[src/rtl/adder_pkg.sv]
// Shared definitions for the pipelined adder/subtractor: op encoding and the
// slice-width helper used to size each carry slice.
package adder_pkg;

  localparam logic OP_ADD = 1'b0;
  localparam logic OP_SUB = 1'b1;

  function automatic int slice_w(input int width, input int stages);
    return width / stages;
  endfunction

endpackage

[src/rtl/adder_slice.sv]
// One registered carry slice: sum/cout of a + b + cin, latency 1.
// i_en low freezes every register; i_clr (synchronous) wins over i_en.
module adder_slice #(
  parameter int CW = 16
) (
  input  logic          i_clk,
  input  logic          i_clr,
  input  logic          i_en,
  input  logic [CW-1:0] i_a,
  input  logic [CW-1:0] i_b,
  input  logic          i_cin,
  output logic [CW-1:0] o_sum,
  output logic          o_cout,
  output logic          o_a_msb,
  output logic          o_b_msb
);

  logic [CW:0]   w_full;
  logic [CW-1:0] r_sum;
  logic          r_cout;
  logic          r_a_msb;
  logic          r_b_msb;

  assign w_full = {1'b0, i_a} + {1'b0, i_b} + {{CW{1'b0}}, i_cin};

  // Operand MSBs travel with the sum so the top slice can form signed overflow.
  always_ff @(posedge i_clk) begin
    if (i_clr) begin
      r_sum   <= '0;
      r_cout  <= 1'b0;
      r_a_msb <= 1'b0;
      r_b_msb <= 1'b0;
    end else if (i_en) begin
      r_sum   <= w_full[CW-1:0];
      r_cout  <= w_full[CW];
      r_a_msb <= i_a[CW-1];
      r_b_msb <= i_b[CW-1];
    end
  end

  assign o_sum   = r_sum;
  assign o_cout  = r_cout;
  assign o_a_msb = r_a_msb;
  assign o_b_msb = r_b_msb;

endmodule

[src/rtl/pipe_adder.sv]
// Pipelined WIDTH-bit add/sub split into STAGES carry slices; latency STAGES, one op/cycle.
// No backpressure output: hold_i freezes everything, flush_i drops in-flight valids.
module pipe_adder
  import adder_pkg::*;
#(
  parameter int WIDTH  = 32,
  parameter int STAGES = 2
) (
  input  logic             Clk,
  input  logic             Rst_n,
  input  logic             valid_i,
  input  logic             op_i,
  input  logic [WIDTH-1:0] a_i,
  input  logic [WIDTH-1:0] b_i,
  input  logic             hold_i,
  input  logic             flush_i,
  output logic [WIDTH-1:0] sum_o,
  output logic             carry_o,
  output logic             ovf_o,
  output logic             valid_o
);

  localparam int CW = slice_w(WIDTH, STAGES);

  logic [WIDTH-1:0] w_b_eff;
  logic             w_en;
  logic             w_clr;
  logic             w_cout [STAGES];
  logic             w_top_a_msb;
  logic             w_top_b_msb;
  logic             r_op;
  logic [STAGES:0]  r_vld;

  assign w_en    = !hold_i;
  assign w_clr   = !Rst_n;
  assign w_b_eff = (op_i == OP_SUB) ? ~b_i : b_i;

  // r_vld[0] marks the capture registers; r_vld[STAGES] is the output valid.
  always_ff @(posedge Clk) begin
    if (!Rst_n) begin
      r_vld <= '0;
      r_op  <= 1'b0;
    end else begin
      if (flush_i) begin
        r_vld <= '0;
      end else if (!hold_i) begin
        r_vld <= {r_vld[STAGES-1:0], valid_i};
      end
      if (!hold_i) begin
        r_op <= op_i;
      end
    end
  end

  for (genvar gk = 0; gk < STAGES; gk++) begin : g_sl
    localparam int DLY_OUT = STAGES - 1 - gk;

    logic [CW-1:0] r_a_d [gk+1];
    logic [CW-1:0] r_b_d [gk+1];
    logic [CW-1:0] w_sum;
    logic          w_cin;

    // Element 0 is the capture register; slice gk reads its operands gk cycles later.
    always_ff @(posedge Clk) begin
      if (!Rst_n) begin
        for (int j = 0; j <= gk; j++) begin
          r_a_d[j] <= '0;
          r_b_d[j] <= '0;
        end
      end else if (!hold_i) begin
        r_a_d[0] <= a_i[gk*CW +: CW];
        r_b_d[0] <= w_b_eff[gk*CW +: CW];
        for (int j = 1; j <= gk; j++) begin
          r_a_d[j] <= r_a_d[j-1];
          r_b_d[j] <= r_b_d[j-1];
        end
      end
    end

    if (gk == 0) begin : g_cin0
      assign w_cin = r_op;
    end else begin : g_cinn
      assign w_cin = w_cout[gk-1];
    end

    if (gk == STAGES - 1) begin : g_top
      adder_slice #(.CW(CW)) u_slice (
        .i_clk   (Clk),
        .i_clr   (w_clr),
        .i_en    (w_en),
        .i_a     (r_a_d[gk]),
        .i_b     (r_b_d[gk]),
        .i_cin   (w_cin),
        .o_sum   (w_sum),
        .o_cout  (w_cout[gk]),
        .o_a_msb (w_top_a_msb),
        .o_b_msb (w_top_b_msb)
      );
    end else begin : g_low
      logic w_a_msb_unused;
      logic w_b_msb_unused;
      adder_slice #(.CW(CW)) u_slice (
        .i_clk   (Clk),
        .i_clr   (w_clr),
        .i_en    (w_en),
        .i_a     (r_a_d[gk]),
        .i_b     (r_b_d[gk]),
        .i_cin   (w_cin),
        .o_sum   (w_sum),
        .o_cout  (w_cout[gk]),
        .o_a_msb (w_a_msb_unused),
        .o_b_msb (w_b_msb_unused)
      );
    end

    // Lower slices finish early and wait here so all slices leave together.
    if (DLY_OUT > 0) begin : g_dly
      logic [CW-1:0] r_s_d [DLY_OUT];
      always_ff @(posedge Clk) begin
        if (!Rst_n) begin
          for (int j = 0; j < DLY_OUT; j++) begin
            r_s_d[j] <= '0;
          end
        end else if (!hold_i) begin
          r_s_d[0] <= w_sum;
          for (int j = 1; j < DLY_OUT; j++) begin
            r_s_d[j] <= r_s_d[j-1];
          end
        end
      end
      assign sum_o[gk*CW +: CW] = r_s_d[DLY_OUT-1];
    end else begin : g_nodly
      assign sum_o[gk*CW +: CW] = w_sum;
    end
  end

  assign carry_o = w_cout[STAGES-1];
  assign ovf_o   = (w_top_a_msb == w_top_b_msb) && (sum_o[WIDTH-1] != w_top_a_msb);
  assign valid_o = r_vld[STAGES];

endmodule

[config.mk]
export PLATFORM = sky130hd
export DESIGN_NAME = pipe_adder
export DESIGN_NICKNAME = d
export VERILOG_FILES = /design/src/rtl/adder_pkg.sv /design/src/rtl/adder_slice.sv /design/src/rtl/pipe_adder.sv
export SDC_FILE = /design/constraint.sdc
export NUM_CORES = 1
export LEC_CHECK = 0
export CORE_MARGIN = 2
export CORE_UTILIZATION = 34
export DETAILED_ROUTE_END_ITERATION = 7
export PLACE_DENSITY = 0.64
export SYNTH_ARGS = -nofsm -noshare
export SYNTH_HDL_FRONTEND = slang
export SYNTH_SLANG_ARGS = --single-unit
[constraint.sdc]
create_clock -name Clk -period 6.31 [get_ports Clk]
set_input_delay 1.5775 -clock Clk [delete_from_list [all_inputs] [get_ports Clk]]
set_output_delay 1.5775 -clock Clk [all_outputs]
set_load 0.005 [all_outputs]
==> out/results.tsv <==
stage	metric	value	unit
critical_path	RR Endpoint	g_sl[0].g_low.u_slice.o_cout	
detailed_routing	Initial DRC Count	311	
die	Placement Rows	53	
layout	# diodes	0	
global_routing	via count of the first global-routing pass	4624	
critical_path	crit path max fanout	86	
synthesis	top cell type by total area after synthesis	edfxtp_1	
critical_path	Reg2Reg Depth	8	
clock_network	H-tree depth	4	
placed_design	pre-CTS setup slack	1.88	ns
sta	f_max	0.257	GHz
global_routing	first-pass GRT wire length	23400	um
worst_hold_path	Worst Hold Class	reg -> reg	
synthesis	post-synth top area share	46.0	%
die	Die Footprint	22700	um2
sta	fin crit period	3.88	ns
critical_path	crit path DAT	3.97	ns
layout	final core utilization	43.8	%
sta	setup slack after layout	2.43	ns
detailed_routing	Residual DRC	0	
synthesis	Avg Cell Area, Syn	11.7	um2
global_routing	largest net degree at the start of global routing	87	
clock_network	Hold-fix buffers, CTS	0	
power	Design Power	2.61	mW
sta	Fin Setup TNS	0	ns
clock_network	clk sinks	152	
die	Die Span X	151	um
outcome	outcome	complete, no violations	
synthesis	FF+latch count, synth	152	
clock_network	Post-CTS Resized	0	
layout	most common cell after layout, fill and taps aside	edfxtp_1	
synthesis	synth warn	0	
layout	share of layout cells above drive strength 1	6.52	%
synthesis	Post-synth EDFFs	112	
power	worst vdd ir	185	uV
clock_network	worst skew pair latency	0.43	ns
die	Ports	105	
synthesis	Mapped Cells	628	
layout	Syn-to-layout area delta	26.2	%
placed_design	Area after DPL	8600	um2
critical_path	Worst EP required	6.40	ns
synthesis	Yosys cell types	58	
global_routing	GRT Overall Usage	13.4	%
sta	Final Hold Viols	0	
worst_hold_path	Hold EP	g_sl[0].g_low.u_slice.o_sum[13]	
synthesis	ys flop type	edfxtp_1	
critical_path	flop-to-flop setup slack	3.46	ns
global_routing	initial antenna violation count	0	
sta	RSZ-0062 raised after global routing	no	
detailed_routing	Vias/cell	4.74	
worst_hold_path	Hold Path Stages	2	
die	starting density of the core	34.7	%
sta	Slew HR	26.4	%
critical_path	R2R Path Start	g_sl[0].r_b_d[0][0]	
layout	Finished Cell Area	9230	um2
critical_path	type of origin of the critical path	input pin	
detailed_routing	vias	4794	
die	core area	21100	um2
placed_design	HPWL after DPL	10300	um
layout	# fillers	1973	
clock_network	CTS tree	built	
synthesis	Post-synth ARST share	0	%
clock_network	post-CTS setup buffer count	0	
sta	Final setup viols	0	
die	Die Y-Extent	151	um
sta	Slew @ Worst Pin	1.10	ns
sta	worst clock skew	0.0121	ns
detailed_routing	routed len/inst	14.3	um
sta	Final Slew Violations	0	
synthesis	register area share after synthesis	56.9	%
clock_network	CTS root buf	clkbuf_16	
power	Lkg Pwr	3.54	nW
layout	NumNets Final	827	
placed_design	GP Congestion	0.810	
layout	most frequent cells in the layout	112 x edfxtp_1, 102 x clkdlybuf4s50_1, 91 x and2_1, 45 x nor2_1	
placed_design	port buffer count	104	
synthesis	mapped cell area	7320	um2
power	cell area power density	283	nW/um2
synthesis	Syn Nets	732	
clock_network	total CTS buffers	17	
layout	final std cells w/o fill	1011	
critical_path	Worst setup EP type	flop	
job	Max Cap Violations	0	
clock_network	CTS max path bufs	2	
clock_network	Reg clk slew, reported paths	0.06	ns
sta	Hold Worst Slack	0.456	ns
placed_design	dpl cells	979	
sta	period utilization	61.6	%
detailed_routing	Post-DRT Antenna Nets	0	
global_routing	Overflow after GRT	0	
critical_path	WS Path Type	in -> reg	
synthesis	largest cells by area after synthesis	edfxtp_1 46%, dfxtp_1 11%, and2_1 7.8%, ha_1 5.1%, xnor2_1 4.8%	
detailed_routing	drt total wl	14400	um
worst_hold_path	Hold Path Origin	g_sl[0].g_low.u_slice.o_sum[13]	
detailed_routing	drt pass-1 iters	4	
-- flip-flops by register name, summed over array words and instances (netlist names) --
register / cells
g_sl.r_b_d: 48
g_sl.g_dly.r_s_d: 16
g_sl.g_top.u_slice.o_sum: 16
g_sl.r_a_d: 48
g_sl.g_low.u_slice.o_cout: 1
g_sl.g_top.u_slice.o_cout: 1
g_sl.g_top.u_slice.o_b_msb: 1
g_sl.w_cin: 1
g_sl.g_top.u_slice.o_a_msb: 1
g_sl.g_low.u_slice.o_sum: 16
r_vld: 3
-- Yosys cell counts, drive strengths merged (12+ instances only) --
| master | n |
|---|---|
| nor2 | 45 |
| and2 | 92 |
| dfxtp | 40 |
| ha | 30 |
| nand2 | 37 |
| a21oi | 26 |
| o21ai | 30 |
| nand3 | 13 |
| clkbuf | 21 |
| edfxtp | 112 |
| xnor2 | 40 |
| mux2i | 12 |
-- how the worst max path moves through the flow --
stage | start | endpoint | slack [ns] | cells past startpoint
detailed placement | Rst_n | g_sl[0].r_b_d[0][11] | 1.88 | 5
floorplan | Rst_n | g_sl[0].g_dly.r_s_d[0][0] | 1.43 | 5
finish | Rst_n | g_sl[0].r_b_d[0][12] | 2.43 | 5
global route | Rst_n | g_sl[0].r_b_d[0][12] | 2.17 | 5
global placement | Rst_n | g_sl[0].r_b_d[0][12] | 1.91 | 5
CTS | Rst_n | g_sl[0].r_b_d[0][12] | 2.32 | 5
-- layer usage --
layer / wire length [um] / global-route usage, %
met1: 7040 / 18.7
met4: 313 / 5.75
met2: 6370 / 20.1
met5: 0 / 0
met3: 709 / 3.06
-- critical path, stage by stage --
cell             delay, ns
clkdlybuf4s50_1       0.41
buf_4                 0.22
and2_1                0.45
inv_4                 0.83
buf_4                 0.47
-- cell type report --
type                    count  area [um2]  area share (%)
flip-flops and latches    152        4160            45.1
multi-input cells         434        3000            32.4
repair buffers            108        1060            11.5
clock buffers              24         526            5.69
well taps                 275         344            3.73
clock inverters             8         103            1.11
inverters                  10        40.0           0.434
-- cell families (layout without fill, tap and decap cells) --
logic type	count (synthesis)	in the layout	synth area share, %
flops	152	152	56.9
compound gates	106	106	10.1
simple gates	233	233	17.0
xor+xnor	49	49	5.86
buf+inv	42	150	2.27
mux	12	12	1.64
fa+ha+maj	34	34	6.22
-- report_power, final --
part / switching (mW) / internal [mW]
Clock: 0.388 / 0.666
Combinational: 0.180 / 0.180
Sequential: 0.0373 / 1.16
Total: 0.605 / 2.01
No activity file was read; power rests on OpenSTA's default activity.
